### src/rtl/cnn1d_pkg.sv
// Shared types and helpers for the cnn1d pipeline classification head.
package cnn1d_pkg;

  // Argmax controller state, exposed on a debug port for checkers.
  typedef logic [1:0] argmax_state_t;

  localparam argmax_state_t ARGMAX_IDLE = 2'd0;
  localparam argmax_state_t ARGMAX_SCAN = 2'd1;
  localparam argmax_state_t ARGMAX_DONE = 2'd2;

  // Index width for n classes, never narrower than one bit.
  function automatic int argmax_class_width(input int n);
    return (n > 1) ? $clog2(n) : 1;
  endfunction

endpackage

### src/rtl/argmax_update.sv
// One step of the running argmax: folds score x at position idx into the
// (best, second, best_idx) triple. Strict signed compares mean an equal
// later score never displaces an earlier winner, so the lowest index wins
// ties and the tied value lands in second, giving a zero margin.
module argmax_update #(
  parameter int DATA_WIDTH  = 32,
  parameter int CLASS_WIDTH = 1
) (
  input  logic [DATA_WIDTH-1:0]  x_i,
  input  logic [CLASS_WIDTH-1:0] idx_i,
  input  logic [DATA_WIDTH-1:0]  best_i,
  input  logic [DATA_WIDTH-1:0]  second_i,
  input  logic [CLASS_WIDTH-1:0] best_idx_i,
  output logic [DATA_WIDTH-1:0]  best_o,
  output logic [DATA_WIDTH-1:0]  second_o,
  output logic [CLASS_WIDTH-1:0] best_idx_o
);

  // Signed compare-and-shift of the top two scores.
  always_comb begin
    best_o     = best_i;
    second_o   = second_i;
    best_idx_o = best_idx_i;
    if ($signed(x_i) > $signed(best_i)) begin
      second_o   = best_i;
      best_o     = x_i;
      best_idx_o = idx_i;
    end else if ($signed(x_i) > $signed(second_i)) begin
      second_o = x_i;
    end
  end

endmodule

### src/rtl/argmax_classifier.sv
// Serial N-class argmax head: captures a score vector, scans one score per
// cycle, then presents class, score, winner-to-runner-up margin and a
// low-confidence flag until downstream takes them.
//
// Handshakes: a transfer happens on a rising clk edge where both valid and
// ready are high. Input side: ready_in is high only in IDLE (after reset
// has been released) and a vector transfers when every per-class valid is
// high together with ready_in. Output side: valid_out is high in DONE and
// stays high, with all result outputs frozen, until ready_out is seen.
module argmax_classifier
  import cnn1d_pkg::*;
#(
  parameter int          DATA_WIDTH       = 32,
  parameter int          NUM_CLASSES      = 2,
  parameter int unsigned MARGIN_THRESHOLD = 0,
  localparam int         CLASS_WIDTH      = argmax_class_width(NUM_CLASSES)
) (
  input  logic                   clk,
  input  logic                   rst,
  output logic                   argmax_ready_in,
  input  logic [0:NUM_CLASSES-1] argmax_valid_in,
  input  logic [DATA_WIDTH-1:0]  argmax_data_in [0:NUM_CLASSES-1],
  input  logic                   argmax_ready_out,
  output logic                   argmax_valid_out,
  output logic [CLASS_WIDTH-1:0] argmax_class_out,
  output logic [DATA_WIDTH-1:0]  argmax_score_out,
  output logic [DATA_WIDTH-1:0]  argmax_margin_out,
  output logic                   argmax_low_conf_out,
  output argmax_state_t          argmax_state_dbg
);

  localparam logic [DATA_WIDTH-1:0]  MOST_NEG = {1'b1, {(DATA_WIDTH-1){1'b0}}};
  localparam logic [CLASS_WIDTH-1:0] LAST_IDX = CLASS_WIDTH'(NUM_CLASSES - 1);
  localparam logic [DATA_WIDTH:0]    THRESH   = (DATA_WIDTH+1)'(MARGIN_THRESHOLD);

  argmax_state_t          state_q, state_d;
  logic                   init_q, init_d;
  logic [CLASS_WIDTH-1:0] cnt_q, cnt_d;
  logic [DATA_WIDTH-1:0]  vec_q [0:NUM_CLASSES-1];
  logic [DATA_WIDTH-1:0]  vec_d [0:NUM_CLASSES-1];
  logic [DATA_WIDTH-1:0]  best_q, best_d, second_q, second_d;
  logic [CLASS_WIDTH-1:0] best_idx_q, best_idx_d;
  logic [CLASS_WIDTH-1:0] class_q, class_d;
  logic [DATA_WIDTH-1:0]  score_q, score_d, margin_q, margin_d;
  logic                   low_conf_q, low_conf_d;

  logic                   accept;
  logic [DATA_WIDTH-1:0]  scan_x;
  logic [DATA_WIDTH-1:0]  upd_best, upd_second;
  logic [CLASS_WIDTH-1:0] upd_idx;
  logic [DATA_WIDTH:0]    diff;
  logic [DATA_WIDTH-1:0]  margin_next;
  logic                   low_conf_next;

  assign argmax_ready_in     = (state_q == ARGMAX_IDLE) && init_q;
  assign accept              = argmax_ready_in && (&argmax_valid_in);
  assign argmax_valid_out    = (state_q == ARGMAX_DONE);
  assign argmax_class_out    = class_q;
  assign argmax_score_out    = score_q;
  assign argmax_margin_out   = margin_q;
  assign argmax_low_conf_out = low_conf_q;
  assign argmax_state_dbg    = state_q;

  // Select the captured score addressed by the scan counter.
  always_comb begin
    scan_x = '0;
    for (int i = 0; i < NUM_CLASSES; i++) begin
      if (cnt_q == CLASS_WIDTH'(i)) scan_x = vec_q[i];
    end
  end

  argmax_update #(
    .DATA_WIDTH (DATA_WIDTH),
    .CLASS_WIDTH(CLASS_WIDTH)
  ) u_update (
    .x_i       (scan_x),
    .idx_i     (cnt_q),
    .best_i    (best_q),
    .second_i  (second_q),
    .best_idx_i(best_idx_q),
    .best_o    (upd_best),
    .second_o  (upd_second),
    .best_idx_o(upd_idx)
  );

  // Margin in one extra bit so best - second never overflows; a single
  // class has no runner-up and reports full confidence.
  always_comb begin
    diff          = {upd_best[DATA_WIDTH-1], upd_best} - {upd_second[DATA_WIDTH-1], upd_second};
    margin_next   = diff[DATA_WIDTH-1:0];
    low_conf_next = (diff < THRESH);
    if (NUM_CLASSES == 1) begin
      margin_next   = '1;
      low_conf_next = ({1'b0, {DATA_WIDTH{1'b1}}} < THRESH);
    end
  end

  // Controller: capture on accept, scan one score per cycle, hold in DONE.
  always_comb begin
    state_d    = state_q;
    init_d     = 1'b1;
    cnt_d      = cnt_q;
    vec_d      = vec_q;
    best_d     = best_q;
    second_d   = second_q;
    best_idx_d = best_idx_q;
    class_d    = class_q;
    score_d    = score_q;
    margin_d   = margin_q;
    low_conf_d = low_conf_q;
    case (state_q)
      ARGMAX_IDLE: begin
        if (accept) begin
          state_d    = ARGMAX_SCAN;
          cnt_d      = '0;
          vec_d      = argmax_data_in;
          best_d     = MOST_NEG;
          second_d   = MOST_NEG;
          best_idx_d = '0;
        end
      end
      ARGMAX_SCAN: begin
        best_d     = upd_best;
        second_d   = upd_second;
        best_idx_d = upd_idx;
        if (cnt_q == LAST_IDX) begin
          state_d    = ARGMAX_DONE;
          class_d    = upd_idx;
          score_d    = upd_best;
          margin_d   = margin_next;
          low_conf_d = low_conf_next;
        end else begin
          cnt_d = cnt_q + 1'b1;
        end
      end
      ARGMAX_DONE: begin
        if (argmax_ready_out) state_d = ARGMAX_IDLE;
      end
      default: state_d = ARGMAX_IDLE;
    endcase
  end

  // State and datapath registers, cleared by asynchronous reset.
  always_ff @(posedge clk or negedge rst) begin
    if (!rst) begin
      state_q    <= ARGMAX_IDLE;
      init_q     <= 1'b0;
      cnt_q      <= '0;
      for (int i = 0; i < NUM_CLASSES; i++) vec_q[i] <= '0;
      best_q     <= '0;
      second_q   <= '0;
      best_idx_q <= '0;
      class_q    <= '0;
      score_q    <= '0;
      margin_q   <= '0;
      low_conf_q <= 1'b0;
    end else begin
      state_q    <= state_d;
      init_q     <= init_d;
      cnt_q      <= cnt_d;
      vec_q      <= vec_d;
      best_q     <= best_d;
      second_q   <= second_d;
      best_idx_q <= best_idx_d;
      class_q    <= class_d;
      score_q    <= score_d;
      margin_q   <= margin_d;
      low_conf_q <= low_conf_d;
    end
  end

endmodule

### config.mk
export PLATFORM = sky130hd
export DESIGN_NAME = argmax_classifier
export DESIGN_NICKNAME = d
export VERILOG_FILES = /design/src/rtl/cnn1d_pkg.sv /design/src/rtl/argmax_update.sv /design/src/rtl/argmax_classifier.sv
export SDC_FILE = /design/constraint.sdc
export NUM_CORES = 1
export LEC_CHECK = 0
export ABC_AREA = 1
export CORE_MARGIN = 8
export CORE_UTILIZATION = 30
export CTS_BUF_LIST = sky130_fd_sc_hd__clkbuf_2
export DETAILED_ROUTE_END_ITERATION = 12
export PLACE_DENSITY_LB_ADDON = 0.12
export SLEW_MARGIN = 20
export SYNTH_ARGS = -nofsm -noshare
export SYNTH_HDL_FRONTEND = slang
export SYNTH_SLANG_ARGS = --single-unit
### constraint.sdc
create_clock -name clk -period 6.7 [get_ports clk]
set_clock_uncertainty 0.15 [all_clocks]
set_input_delay 1.005 -clock clk [delete_from_list [all_inputs] [get_ports clk]]
set_output_delay 1.005 -clock clk [all_outputs]
set_load 0.02 [all_outputs]
* After elaboration in Yosys (flattened, before gate mapping)
Index checks and enable logic that the tools add are counted.
** Cells by class
- Add/sub/neg operators :: 2
- Order comparisons :: 3
- Equality and inequality tests :: 5
- Muxes and demuxes :: 16
- Reductions and logical operators :: 9
** Operators with widths (number)
- $mux 32 :: 5
- $pmux 32 s2 :: 2
- $gt 32x32->1 :: 2
- $lt 33x1->1 const B :: 1
- $sub 32x32->33 :: 1
- $reduce_and 2->1 :: 4
- $mux 2 :: 3
- $ne 2x2->1 const B :: 3
- $pmux 2 s3 :: 1
- $pmux 1 s2 :: 2
- $mux 1 :: 3
- $reduce_and 3->1 :: 1
- $eq 2x1->1 const B :: 1
- $eq 2x2->1 const B :: 1
- $logic_and 1x1->1 :: 2
- $logic_not 2->1 :: 1
- $reduce_bool 2->1 :: 1
- $add 1x1->1 const B :: 1
** Storage, ports and cells
- Register bits :: 199
- Bits of input ports :: 69
- Output and inout port bits :: 70
- Word-level logic and storage cells :: 47

* Longest topological paths before layout
Gate-level depths: netlist of the first run.
- Word-level depth :: 6
- Mapped depth :: 40
- Gate-level depth less buffers :: 35

* Hierarchy
From an unflattened synthesis of the first run, not the netlist that was laid out.
** Unflattened totals
- Cells, all modules :: 1967
- Area, all modules :: 13319.0 um2
** By module, submodules not included
- argmax_classifier :: times used 1, cells each 1398, area each 10216.0 um2, sequential area each 4954.8 um2
- argmax_update :: times used 1, cells each 569, area each 3103.0 um2, sequential area each 0.0 um2

* Worst setup path before layout of the first run
OpenSTA, ideal clock, no wires.
- Kind :: reg2reg
- Start :: register cnt_q
- End :: register margin_q[30], in the netlist argmax_margin_out[30]
- Setup time :: 0.118 ns
- Data arrival time :: 4.488 ns
- Data required time :: 6.432 ns
- Path slack :: 1.944 ns
- Stages on the path, launching flop included :: 36
- Path buffers :: 7
- Period minus slack after synthesis :: 4.756 ns
- Cell sequence :: dfrtp_1 -> buf_2 -> inv_1 -> clkbuf_1 -> clkbuf_1 -> or2_2 -> o21ai_0 -> inv_1 -> ha_1 -> nand2_2 -> nor2_2 -> nand2_2 -> nor4_4 -> nand2_1 -> nand2_1 -> nand2_2 -> nand3_4 -> buf_12 -> buf_12 -> buf_6 -> clkbuf_1 -> nor2_1 -> a21oi_1 -> ha_1 -> inv_1 -> fa_1 -> nand3_1 -> nand2_1 -> nand3_1 -> nand2_1 -> nand2_1 -> nand2_1 -> nand2_1 -> nand3_1 -> nand3_1 -> nand2_1
** Between the ends
- Word-level cells in the longest chain between the ends :: 5
- Elaborated cells on any way between the ends :: 8
- Classes of those cells :: 1 x add/sub; 2 x order compare; 4 x mux; 1 x reduce/logical
** Ends and longest elaborated chain
- start: declaration :: line argmax_classifier.sv:38 : logic [CLASS_WIDTH-1:0] cnt_q, cnt_d;
- start signal: assignment :: line argmax_classifier.sv:160 : cnt_q <= cnt_d;
- $mux 32 :: line argmax_classifier.sv:68 : if (cnt_q == CLASS_WIDTH'(i)) scan_x = vec_q[i];
- $gt 32x32->1 :: line argmax_update.sv:28 : end else if ($signed(x_i) > $signed(second_i)) begin
- $mux 32 :: line argmax_update.sv:28
- $mux 32 :: line argmax_update.sv:24 : if ($signed(x_i) > $signed(best_i)) begin
- $sub 32x32->33 :: line argmax_classifier.sv:89 : diff = {upd_best[DATA_WIDTH-1], upd_best} - {upd_second[DATA_WIDTH-1], upd_second};
- end signal: assignment :: line argmax_classifier.sv:167 : margin_q <= margin_d;
- end: declaration :: line argmax_classifier.sv:44 : logic [DATA_WIDTH-1:0] score_q, score_d, margin_q, margin_d;
Several ways; a longest one is shown, not always the timed one.
A chain may end at the register's enable or synchronous reset.

* Worst setup path after layout of the first run
- Start :: register cnt_q
- End :: register margin_q[20], in the netlist argmax_margin_out[20]
Same word-level chain as after synthesis.

==> results.yml, run 1 <==
timing:
  slew_headroom_pct: 24.7
  rsz0062_at_grt: "no"
  fin_setup_tns_ns: 0
  fmax_ghz: 0.171
  setup_viol: 0
  worstMarginPinSlew_ns: 1.12
  hold_viol_final: 0
  maxSlewViolCount: 0
  post-route-min-period_ns: 5.85
  fin_crit_sh_pct: 87.4
  holdWs_ns: 0.310
synthesis:
  ys_types: 43
  syn_nets: 2035
  ys_seq_area_share_pct: 37.5
  synth-async-reset-ratio_pct: 100
  syn_area_per_cell_um2: 7.00
  yosys_warnings: 0
  netlist_area_um2: 13200
  synthCells: 1889
  synth_edf_count: 0
  synthFlopType: "dfrtp_1"
  synth_seq_cells: 198
setup_path:
  worstSetupPathType: "flip-flop to flip-flop"
  r2r-start: "cnt_q"
  arrival_ns: 6.69
  crit_path_end_kind: "flip-flop"
  r2r_slack_ns: 0.85
  critPathMaxFanout: 35
  path_buf_inv: 5
  slowest_delay_ns: 0.81
  critPathLaunchType: "flip-flop"
  worstPathRequired_ns: 7.54
  cp_slowest_cell: "o21ai_0"
  cp_common_cell: "nand2_1"
  r2r-end: "argmax_margin_out[20]"
  crit_family: "simple AND/OR/NAND/NOR gates"
  rr_worst_depth: 29
floorplanning:
  dieWidth_um: 226
  rows: 77
  start_util_pct: 30.2
  core_um2: 43800
  die_area_um2: 51000
  ios: 139
  die_h_um: 226
clock_tree:
  clockBufferDepth: 2
  cts_setup_buffers: 0
  cts.sinks: 198
  cts_root_buf: "clkbuf_2"
  path_clk_slew_ns: 0.30
  htreeDepth: 4
  cts_buffers: 17
  clk_latency_ns: 1.08
  cts_tree: "yes"
route:
  drtPass1Iterations: 5
  viasPerCell: 4.84
  drt_iter0_drc: 926
  wirelength_um: 47600
  drcViolationCount: 0
  drt-wirelength-per-cell_um: 18.3
  ant_nets: 0
  via_count: 12500
placement:
  place_hpwl_um: 35600
  dpl_cell_area_um2: 15100
  gp_congestion: 0.867
  portBuffers: 137
final_layout:
  drive_gt1_share_pct: 8.05
  fin_util_pct: 35.1
  n_fill_cell: 4797
  final_net_count: 2134
  areaGrowthSynthToFinish_pct: 16.2
  design_area_um2: 15400
global_routing:
  grt_max_degree: 111
  grt_remaining_overflow: 0
  grtUsageTotal_pct: 19.0
  grt_pass1_vias: 12800
  grt_pass1_wl_um: 74500
  antenna_found_initial: 1
job:
  cap_viol_max_count: 0
min_path:
  min_to: "vec_q[46]"
  hp-start: "argmax_data_in[46]"
  min_path_type: "primary input to flip-flop"
  hold_depth: 3
run_status:
  status: "complete, no violations"
[synthesized netlist by cell type, drive strengths merged, types with 7 or more instances]
library cell | n | area [µm²]
clkbuf | 56 | 210
nor2 | 66 | 290
nand3 | 140 | 758
o21bai | 7 | 52.6
ha | 76 | 951
o21ai | 132 | 683
o22ai | 54 | 338
or2 | 28 | 175
dfrtp | 198 | 4950
buf | 25 | 190
nand2 | 717 | 2740
a21oi | 69 | 353
inv | 221 | 830
nand4 | 60 | 382
[stage by stage]
step                      worst slack [ns]  std cells
final                                0.845       2594
after global placement                1.09       2560
after CTS                            0.998       2593
after floorplan                       1.94       1889
after global routing                 0.524       2594
after detailed placement              1.06       2560
[worst max path at each step]
| stage | startpoint | endpoint | slack (ns) | cells past startpoint |
|---|---|---|---|---|
| after CTS | cnt_q | argmax_margin_out[31] | 1.0 | 27 |
| after floorplan | cnt_q | argmax_margin_out[30] | 1.94 | 35 |
| after global placement | cnt_q | argmax_margin_out[26] | 1.09 | 27 |
| after detailed placement | cnt_q | argmax_margin_out[31] | 1.06 | 27 |
| final | cnt_q | argmax_margin_out[20] | 0.85 | 29 |
| after global routing | cnt_q | argmax_margin_out[30] | 0.52 | 24 |
[area by class of cell]
| cell class | count | area [µm²] | area share (%) |
|---|---|---|---|
| inverters | 223 | 838 | 5.46 |
| well taps | 592 | 741 | 4.82 |
| clock inverters | 13 | 128 | 0.831 |
| flip-flops and latches | 198 | 4950 | 32.2 |
| repair buffers | 161 | 1570 | 10.2 |
| diodes | 1 | 2.50 | 0.0163 |
| clock buffers | 19 | 95.1 | 0.619 |
| multi-input cells | 1387 | 7040 | 45.8 |
[state kept, by name, summed over array words and instances, names as in the netlist]
register and flops:
argmax_margin_out 32, argmax_score_out 32, best_q 32, cnt_q 1
best_idx_q 1, init_q 1, vec_q 64, argmax_state_dbg 2
argmax_class_out 1, second_q 32
[cell usage in the layout (no fill, tap or decap), types with 2 or more instances in the layout]
master,count
a21o_1,2
a21oi_1,67
a21oi_2,2
buf_4,22
bufinv_16,2
clkbuf_2,19
clkdlybuf4s50_1,136
clkinv_1,6
clkinv_2,3
conb_1,2
dfrtp_1,198
ha_1,76
inv_1,192
inv_2,28
inv_6,3
mux2i_1,3
nand2_1,697
nand2_2,20
nand3_1,129
nand3_2,10
nand4_1,59
nor2_1,53
nor2_2,11
nor2_4,2
nor3_1,6
o211ai_1,6
o21a_1,6
o21ai_0,123
o21ai_1,5
o21ai_2,3
o21bai_1,7
o22ai_1,54
or2_2,28
xnor2_1,2
xor2_1,6
[timing repair]
action	CTS	global route
endpoints found under the setup margin	0	0
gates resized for setup	0	0
endpoints found under the hold margin	108	0
hold buffers	1	0
[worst min-delay path, stage by stage]
cell             delay (ns)
clkdlybuf4s50_1        0.40
nand2_1                0.06
nand2_1                0.04
[layer usage]
metal	routed length [µm]	vias to the layer above	global-route usage, %
li1	-	6323	-
met1	22900	5896	25.9
met2	21600	285	30.5
met3	2140	41	3.73
met4	855	0	5.26
met5	0	-	0
[cells by family after synthesis]
| kind of cell | synth area share [%] |
|---|---|
| AO/OA/AOI/OAI | 11.7 |
| XOR/XNOR | 0.530 |
| adder cells (fa/ha/maj) | 7.34 |
| buffers and inverters | 9.36 |
| flip-flops | 37.5 |
| multiplexers | 0.227 |
| other | 0.0568 |
| AND/OR/NAND/NOR | 33.3 |
Power of run 1 is left out: the tool's default activity adds up to more than one toggle a clock period on the data nets, which glitch-free logic cannot reach.
==> inputs of run 2 (changes only) <==
--- a/config.mk
+++ b/config.mk
@@ -6,11 +6,14 @@
 export NUM_CORES = 1
 export LEC_CHECK = 0
 export ABC_AREA = 1
+export CORE_ASPECT_RATIO = 0.9
 export CORE_MARGIN = 8
 export CORE_UTILIZATION = 30
 export CTS_BUF_LIST = sky130_fd_sc_hd__clkbuf_2
 export DETAILED_ROUTE_END_ITERATION = 12
+export HOLD_SLACK_MARGIN = 0.1
 export PLACE_DENSITY_LB_ADDON = 0.12
+export SKIP_LAST_GASP = 1
 export SLEW_MARGIN = 20
 export SYNTH_ARGS = -nofsm -noshare
 export SYNTH_HDL_FRONTEND = slang
==> run 2 against run 1 <==
Count of clock-buffer cells in the layout decreased by 1. Die area about the same. Routed wire length decreased by 2.0%. Fmax decreased by 0.83%. First-iteration DRC count decreased by 6.9%.
==> results.yml, run 2 (same netlist as run 1, synthesis figures left out) <==
placement:
  gp_congestion: 0.923
  portBuffers: 137
  place_hpwl_um: 35400
setup_path:
  cp_common_cell: "nand2_1"
  crit_end: "argmax_margin_out[31]"
  arrival_ns: 6.63
  r2r_slack_ns: 0.80
  crit_start: "cnt_q"
  crit_path_end_kind: "flip-flop"
  critPathLaunchType: "flip-flop"
  worstPathRequired_ns: 7.42
  worstPathCellList: "buf_4 > o21ai_0 > inv_1 > ha_1 > nand4_1 > nor4_4 > nand2_1 > nand3_2 > nand3_4 > buf_4 > o21ai_0 > inv_1 > ha_1 > a21oi_1 > o21bai_1 > a21oi_1 > o21ai_0 > a21oi_1 > nand2_1 > nand2_1 > nand3_1 > nand2_1"
  r2r-start: "cnt_q"
  path_buf_inv: 4
  critPathMaxFanout: 35
  rr_worst_depth: 22
  r2r-end: "argmax_margin_out[31]"
  crit_family: "compound AO/OA/AOI/OAI gates"
  worstSetupPathType: "flip-flop to flip-flop"
  cp_slowest_cell: "o21ai_0"
  crit_cells: 22
  slowest_delay_ns: 0.82
min_path:
  min_path_type: "flip-flop to flip-flop"
  hp-start: "vec_q[37]"
timing:
  hold_viol_final: 0
  maxSlewViolCount: 0
  worstMarginPinSlew_ns: 0.986
  fin_crit_sh_pct: 88.1
  slew_headroom_pct: 33.6
  fin_setup_tns_ns: 0
  rsz0062_at_grt: "no"
  fmax_ghz: 0.169
  setup_viol: 0
  post-route-min-period_ns: 5.90
route:
  via_count: 12600
  wirelength_um: 46600
  drtPass1Iterations: 5
  ant_nets: 0
  drt_iter0_drc: 862
  viasPerCell: 4.91
  drt-wirelength-per-cell_um: 18.2
  drcViolationCount: 0
final_layout:
  areaGrowthSynthToFinish_pct: 15.7
  final_net_count: 2133
  largest_reg_flops: 64
  top_register: "vec_q"
  drive_gt1_share_pct: 8.15
  final_cell_mix: "nand2_1, dfrtp_1, inv_1, clkdlybuf4s50_1, nand3_1"
  layout_commonest_cell: "nand2_1"
floorplanning:
  die_area_um2: 51000
  start_util_pct: 30.2
  ios: 139
  die_h_um: 215
  dieWidth_um: 237
  core_um2: 43800
  rows: 73
clock_tree:
  cts_tree: "yes"
  postCtsResizedCells: 0
  htreeDepth: 4
  cts.sinks: 198
  path_clk_slew_ns: 0.29
  postCtsHoldBufs: 1
  cts_setup_buffers: 0
  cts_buffers: 17
  cts_root_buf: "clkbuf_2"
  clk_latency_ns: 0.96
  clockBufferDepth: 2
global_routing:
  grt_max_degree: 80
  grt_pass1_vias: 12200
  grt_remaining_overflow: 0
  grt_pass1_wl_um: 72500
  grtUsageTotal_pct: 18.1
  antenna_found_initial: 1
run_status:
  status: "complete, no violations"
job:
  cap_viol_max_count: 0
## run 2: cell count changes in the layout (fill, tap and decap cells not counted), sizes merged
cell    change
inv         +3
clkbuf      -1
bufinv      -2
buf         -1
diode       +1
## run 2: how the worst min path moves through the flow
stage	to	slack, ns	cells after the start
after global placement	vec_q[37]	0.31	2
after detailed placement	vec_q[38]	0.31	2
after CTS	vec_q[49]	0.25	3
after floorplan	vec_q[10]	0.29	2
after global routing	vec_q[49]	0.26	3
final	vec_q[37]	0.36	2
## run 2: final cells by class
cell class,count,area (µm²)
antenna,2,5.00
clock buffer,18,90.1
clock inverter,14,119
fill,4780,28500
inverter,223,838
multi-input combinational,1387,7040
sequential,198,4950
tap,562,703
timing repair buffer,160,1550
## run 2: worst reg2reg max path, delay by kind of cell (launching register included)
| family | cells | cell delay (ns) |
|---|---|---|
| compound gates | 7 | 2.27 |
| fa+ha+maj | 2 | 0.73 |
| buf+inv | 4 | 0.91 |
| flops | 1 | 0.45 |
| simple gates | 9 | 1.33 |
## run 2: through the flow
| stage | instance area (µm²) | util, % | setup slack [ns] | instances | hold WS (ns) |
|---|---|---|---|---|---|
| 6_report | 15300 | 34.9 | 0.796 | 2564 | 0.364 |
| 5_1_grt | 15300 | 34.9 | 0.233 | 2564 | 0.264 |
| 4_1_cts | 15300 | 34.9 | 0.879 | 2562 | 0.254 |
| 3_5_place_dp | 15100 | 34.4 | 0.959 | 2529 | 0.311 |
| 3_3_place_gp | 15100 | 34.4 | 0.908 | 2529 | 0.307 |
| 2_1_floorplan | 13200 | - | 1.94 | 1889 | 0.291 |
## run 2: routing by layer
layer  vias up  routed length (µm)  track usage (%)
li1       6322                   -                -
met1      5857               23000             25.8
met2       369               19900             27.1
met3        45                2920             4.48
met4         0                 763             4.51
met5         -                   0                0
Power of run 2 is left out for the same reason.
==> inputs of run 3 (changes only) <==
--- a/config.mk
+++ b/config.mk
@@ -6,13 +6,15 @@
 export NUM_CORES = 1
 export LEC_CHECK = 0
 export ABC_AREA = 1
+export CAP_MARGIN = 20
 export CORE_ASPECT_RATIO = 0.9
 export CORE_MARGIN = 8
 export CORE_UTILIZATION = 30
 export CTS_BUF_LIST = sky130_fd_sc_hd__clkbuf_2
+export CTS_CLUSTER_DIAMETER = 40
 export DETAILED_ROUTE_END_ITERATION = 12
 export HOLD_SLACK_MARGIN = 0.1
-export PLACE_DENSITY_LB_ADDON = 0.12
+export PLACE_DENSITY = 0.48
 export SKIP_LAST_GASP = 1
 export SLEW_MARGIN = 20
 export SYNTH_ARGS = -nofsm -noshare
==> run 3 against run 2 <==
Via count rose by 0.40%. Worst hold slack improved by 0.0051 ns. Sequential share of layout area is the same. Worst setup slack worse by 0.23 ns. Register-to-register slack got worse by 0.23 ns. Non-clock buffer count did not move. Design area unchanged. Sequential cell count stayed put. Fmax is 3.7% lower.
==> results.yml, run 3 (same netlist as run 1, synthesis figures left out) <==
run_status:
  status: "complete, no violations"
timing:
  holdWs_ns: 0.369
  post-route-min-period_ns: 6.13
  fin_setup_tns_ns: 0
  fmax_ghz: 0.163
  setup_viol: 0
  fin_crit_sh_pct: 91.5
  slew_headroom_pct: 35.8
  worstMarginPinSlew_ns: 0.963
  maxSlewViolCount: 0
  hold_viol_final: 0
  rsz0062_at_grt: "no"
floorplanning:
  ios: 139
  start_util_pct: 30.2
  dieWidth_um: 237
  rows: 73
  die_area_um2: 51000
  die_h_um: 215
  core_um2: 43800
clock_tree:
  cts.sinks: 198
  cts_root_buf: "clkbuf_2"
  cts_buffers: 17
  cts_tree: "yes"
  htreeDepth: 4
  clk_latency_ns: 0.96
  clockBufferDepth: 2
  path_clk_slew_ns: 0.29
setup_path:
  crit_family: "compound AO/OA/AOI/OAI gates"
  slowest_delay_ns: 0.57
  path_buf_inv: 4
  critPathMaxFanout: 26
  cp_slowest_cell: "nand3_2"
  critPathLaunchType: "flip-flop"
  r2r_slack_ns: 0.57
  arrival_ns: 6.87
  worstSetupPathType: "flip-flop to flip-flop"
  worstPathRequired_ns: 7.43
  crit_path_end_kind: "flip-flop"
route:
  ant_nets: 0
  wl_met3_um: 2420
  drt_iter0_drc: 1011
  drcViolationCount: 0
  m1WireLength_um: 23700
  top_layer_used: "met4"
  wl_met2_um: 20300
  viasPerCell: 4.93
  drtPass1Iterations: 7
  via_count: 12600
  drt-wirelength-per-cell_um: 18.5
  wirelength_um: 47400
final_layout:
  design_area_um2: 15300
  areaGrowthSynthToFinish_pct: 15.7
  final_cell_mix: "nand2_1, dfrtp_1, inv_1, clkdlybuf4s50_1, nand3_1"
  drive_gt1_share_pct: 8.06
  final_net_count: 2133
  top_register: "vec_q"
  largest_reg_flops: 64
  layout_commonest_cell: "nand2_1"
  fin_util_pct: 34.9
job:
  cap_viol_max_count: 0
placement:
  dpl_cell_area_um2: 15100
  place_hpwl_um: 35700
  portBuffers: 137
  gp_congestion: 0.919
global_routing:
  grt_remaining_overflow: 0
  grt_pass1_wl_um: 74400
  grt_max_degree: 72
  antenna_found_initial: 2
  grt_pass1_vias: 12500
  grtUsageTotal_pct: 18.6
min_path:
  min_path_type: "flip-flop to flip-flop"
[run 3: what timing repair did]
action | CTS | global route
hold buffers | 1 | 0
gates resized for setup | 0 | 2
hold endpoints to repair | 69 | 0
setup buffers | 0 | 0
setup endpoints to repair | 0 | 1
[run 3: cell type report]
cell class,count,area [µm²]
Fill cell,4745,28500
Multi-Input combinational cell,1387,7040
Sequential cell,198,4950
Timing Repair Buffer,160,1550
Inverter,223,840
Tap cell,562,703
Clock inverter,12,118
Clock buffer,18,90.1
Antenna cell,3,7.51
[run 3: metrics by stage]
| stage | setup slack (ns) | std cells |
|---|---|---|
| after global placement | 0.618 | 2529 |
| after floorplan | 1.94 | 1889 |
| after detailed placement | 0.542 | 2529 |
| final | 0.568 | 2563 |
| after global routing | 0.0384 | 2563 |
| after CTS | 0.492 | 2560 |
[run 3: per-layer routing]
layer / track usage, % / up-vias
li1: - / 6319
met1: 26.9 / 5935
met2: 27.8 / 338
met3: 3.80 / 52
met4: 4.84 / 0
met5: 0 / -
[run 3: tightest hold or removal path: stages (launching register included)]
cell     delay (ns)
dfrtp_1        0.41
nand2_1        0.05
nand2_1        0.05
[run 3: worst paths after layout]
path | start | to | depth (start not counted)
hold / removal | vec_q[24] | vec_q[24] | 2
min in group asynchronous | rst | second_q[14] | 2
hold reg to reg | vec_q[24] | vec_q[24] | 2
setup / recovery | cnt_q | argmax_margin_out[31] | 28
max in group asynchronous | rst | argmax_state_dbg[1] | 3
setup reg to reg | cnt_q | argmax_margin_out[31] | 28
Power of run 3 is left out for the same reason.
==> edit, RTL diff (flow settings as in run 1) <==
Reset style: synchronous (`rst`), changed in one clocked block. Comments in the files are not updated.
--- a/src/rtl/argmax_classifier.sv
+++ b/src/rtl/argmax_classifier.sv
@@ -142,5 +142,5 @@
 
   // State and datapath registers, cleared by asynchronous reset.
-  always_ff @(posedge clk or negedge rst) begin
+  always_ff @(posedge clk) begin
     if (!rst) begin
       state_q    <= ARGMAX_IDLE;
Formal check against the unedited RTL: differs if rst is asserted again (counterexample within 4 cycles, from zero or initial values and one cycle with rst low); with rst held inactive, the same outputs for 4 cycles.
==> edit against run 1 <==
Hold slack worse by 0.088 ns. Synthesized cell count is 10% higher. Synthesized area decreased by 0.76%. Worst setup slack better by 0.13 ns. Largest cell class unchanged. Non-clock buffer count grew 1. Critical path type unchanged. Sequential cell count did not move. Final area fell by 0.59%. Critical endpoint is now argmax_margin_out[30]$_SDFFE_PN0P_. Wire length increased by 0.51%.
Power is left out: it rests on default switching activity, and per cell area and clock period it moved more than threefold.
==> edit: results (changes against run 1) <==
yosysSeqAreaShare_pct: 30.2  # -7.3 points
via_per_inst: 4.87  # +0.66%
crit_fanout: 54  # +54%
critPathArrivalTime_ns: 6.57  # -0.12 ns
status: "completed"
grt_max_degree: 101  # -9.0%
place_hpwl_um: 36100  # +1.2%
place_congestion: 0.885  # +2.1%
grt_pass1_wl_um: 73500  # -1.2%
cts_made_buffers: 17  # unchanged
postCtsSetupBuffers: 0  # unchanged
syn_nets: 2223  # +9.2%
grt_pass1_vias: 12700  # -1.2%
wire_per_inst_um: 17.3  # -5.4%
finalHoldViolCount: 0  # unchanged
synth.distinct_cells: 44  # +2.3%
synth_common_cells: "nand2_1, inv_1, dfxtp_1"
synthMuxAreaShare_pct: 0  # -0.23 points
synth_area_leaders: "dfxtp_1, nand2_1, inv_1"
synth_top_flop_cell: "dfxtp_1"
path_clk_slew_ns: 0.32  # +0.02 ns
drive_above_1_share_pct: 4.84  # -3.2 points
synthArstFlopShare_pct: 0  # -100 points
fin_nets: 2303  # +7.9%
slowest_stage: "o21ai_0"
slew_headroom_pct: 32.4  # +7.7 points
rrSetupSlack_ns: 0.98  # +0.13 ns
critPathMaxStageDelay_ns: 0.57  # -0.24 ns
postSynthCellCount: 2077  # +10%
synthAdderAreaFrac_pct: 7.40  # +0.056 points
dr.first_iter.drc_count: 978  # +5.6%
synth_xor_area_share_pct: 0.401  # -0.13 points
## edit: cell count changes after synthesis, sizes merged, moves of 19 or more
| cell | before | now |
|---|---|---|
| o211ai | 6 | 32 |
| nand2 | 717 | 603 |
| o22ai | 54 | 11 |
| inv | 221 | 334 |
| nor2 | 66 | 85 |
| a21oi | 69 | 195 |
| o21ai | 132 | 170 |
| clkbuf | 56 | 81 |
| dfxtp | 0 | 198 |
| dfrtp | 198 | 0 |
| or2 | 28 | 0 |
## edit: per-stage QoR
stage	util (%)	area (µm²)	instances	hold WS (ns)	setup slack, ns
3_3_place_gp	34.8	15000	2723	0.279	1.06
4_1_cts	35.4	15300	2755	0.0329	1.06
3_5_place_dp	34.8	15000	2723	0.283	1.07
5_1_grt	35.4	15300	2756	0.0762	0.458
6_report	35.4	15300	2756	0.222	0.977
2_1_floorplan	-	13100	2077	0.270	1.61
## edit: area by class of cell
cell class	instances	area (µm²)
Timing Repair Buffer	162	1590
Clock inverter	14	163
Antenna cell	1	2.50
Sequential cell	198	3970
Multi-Input combinational cell	1443	7470
Inverter	335	1260
Tap cell	585	732
Clock buffer	18	90.1
Fill cell	4815	27900
## edit: path summary, 6_finish.rpt
path | from | end | depth (start not counted)
max | cnt_q$_SDFFE_PN0P_ | argmax_margin_out[30]$_SDFFE_PN0P_ | 26
min | rst | argmax_margin_out[5]$_SDFFE_PN0P_ | 3
max reg2reg | cnt_q$_SDFFE_PN0P_ | argmax_margin_out[30]$_SDFFE_PN0P_ | 26
min reg2reg | vec_q[51]$_SDFFE_PN0P_ | vec_q[51]$_SDFFE_PN0P_ | 2
## edit: layer usage
layer,vias to the layer above,global-route usage (%),share of wire [%]
li1,6878,-,-
met1,6131,25.5,48
met2,372,29.8,45
met3,35,4.42,5.3
met4,0,4.55,1.5
met5,-,0,0
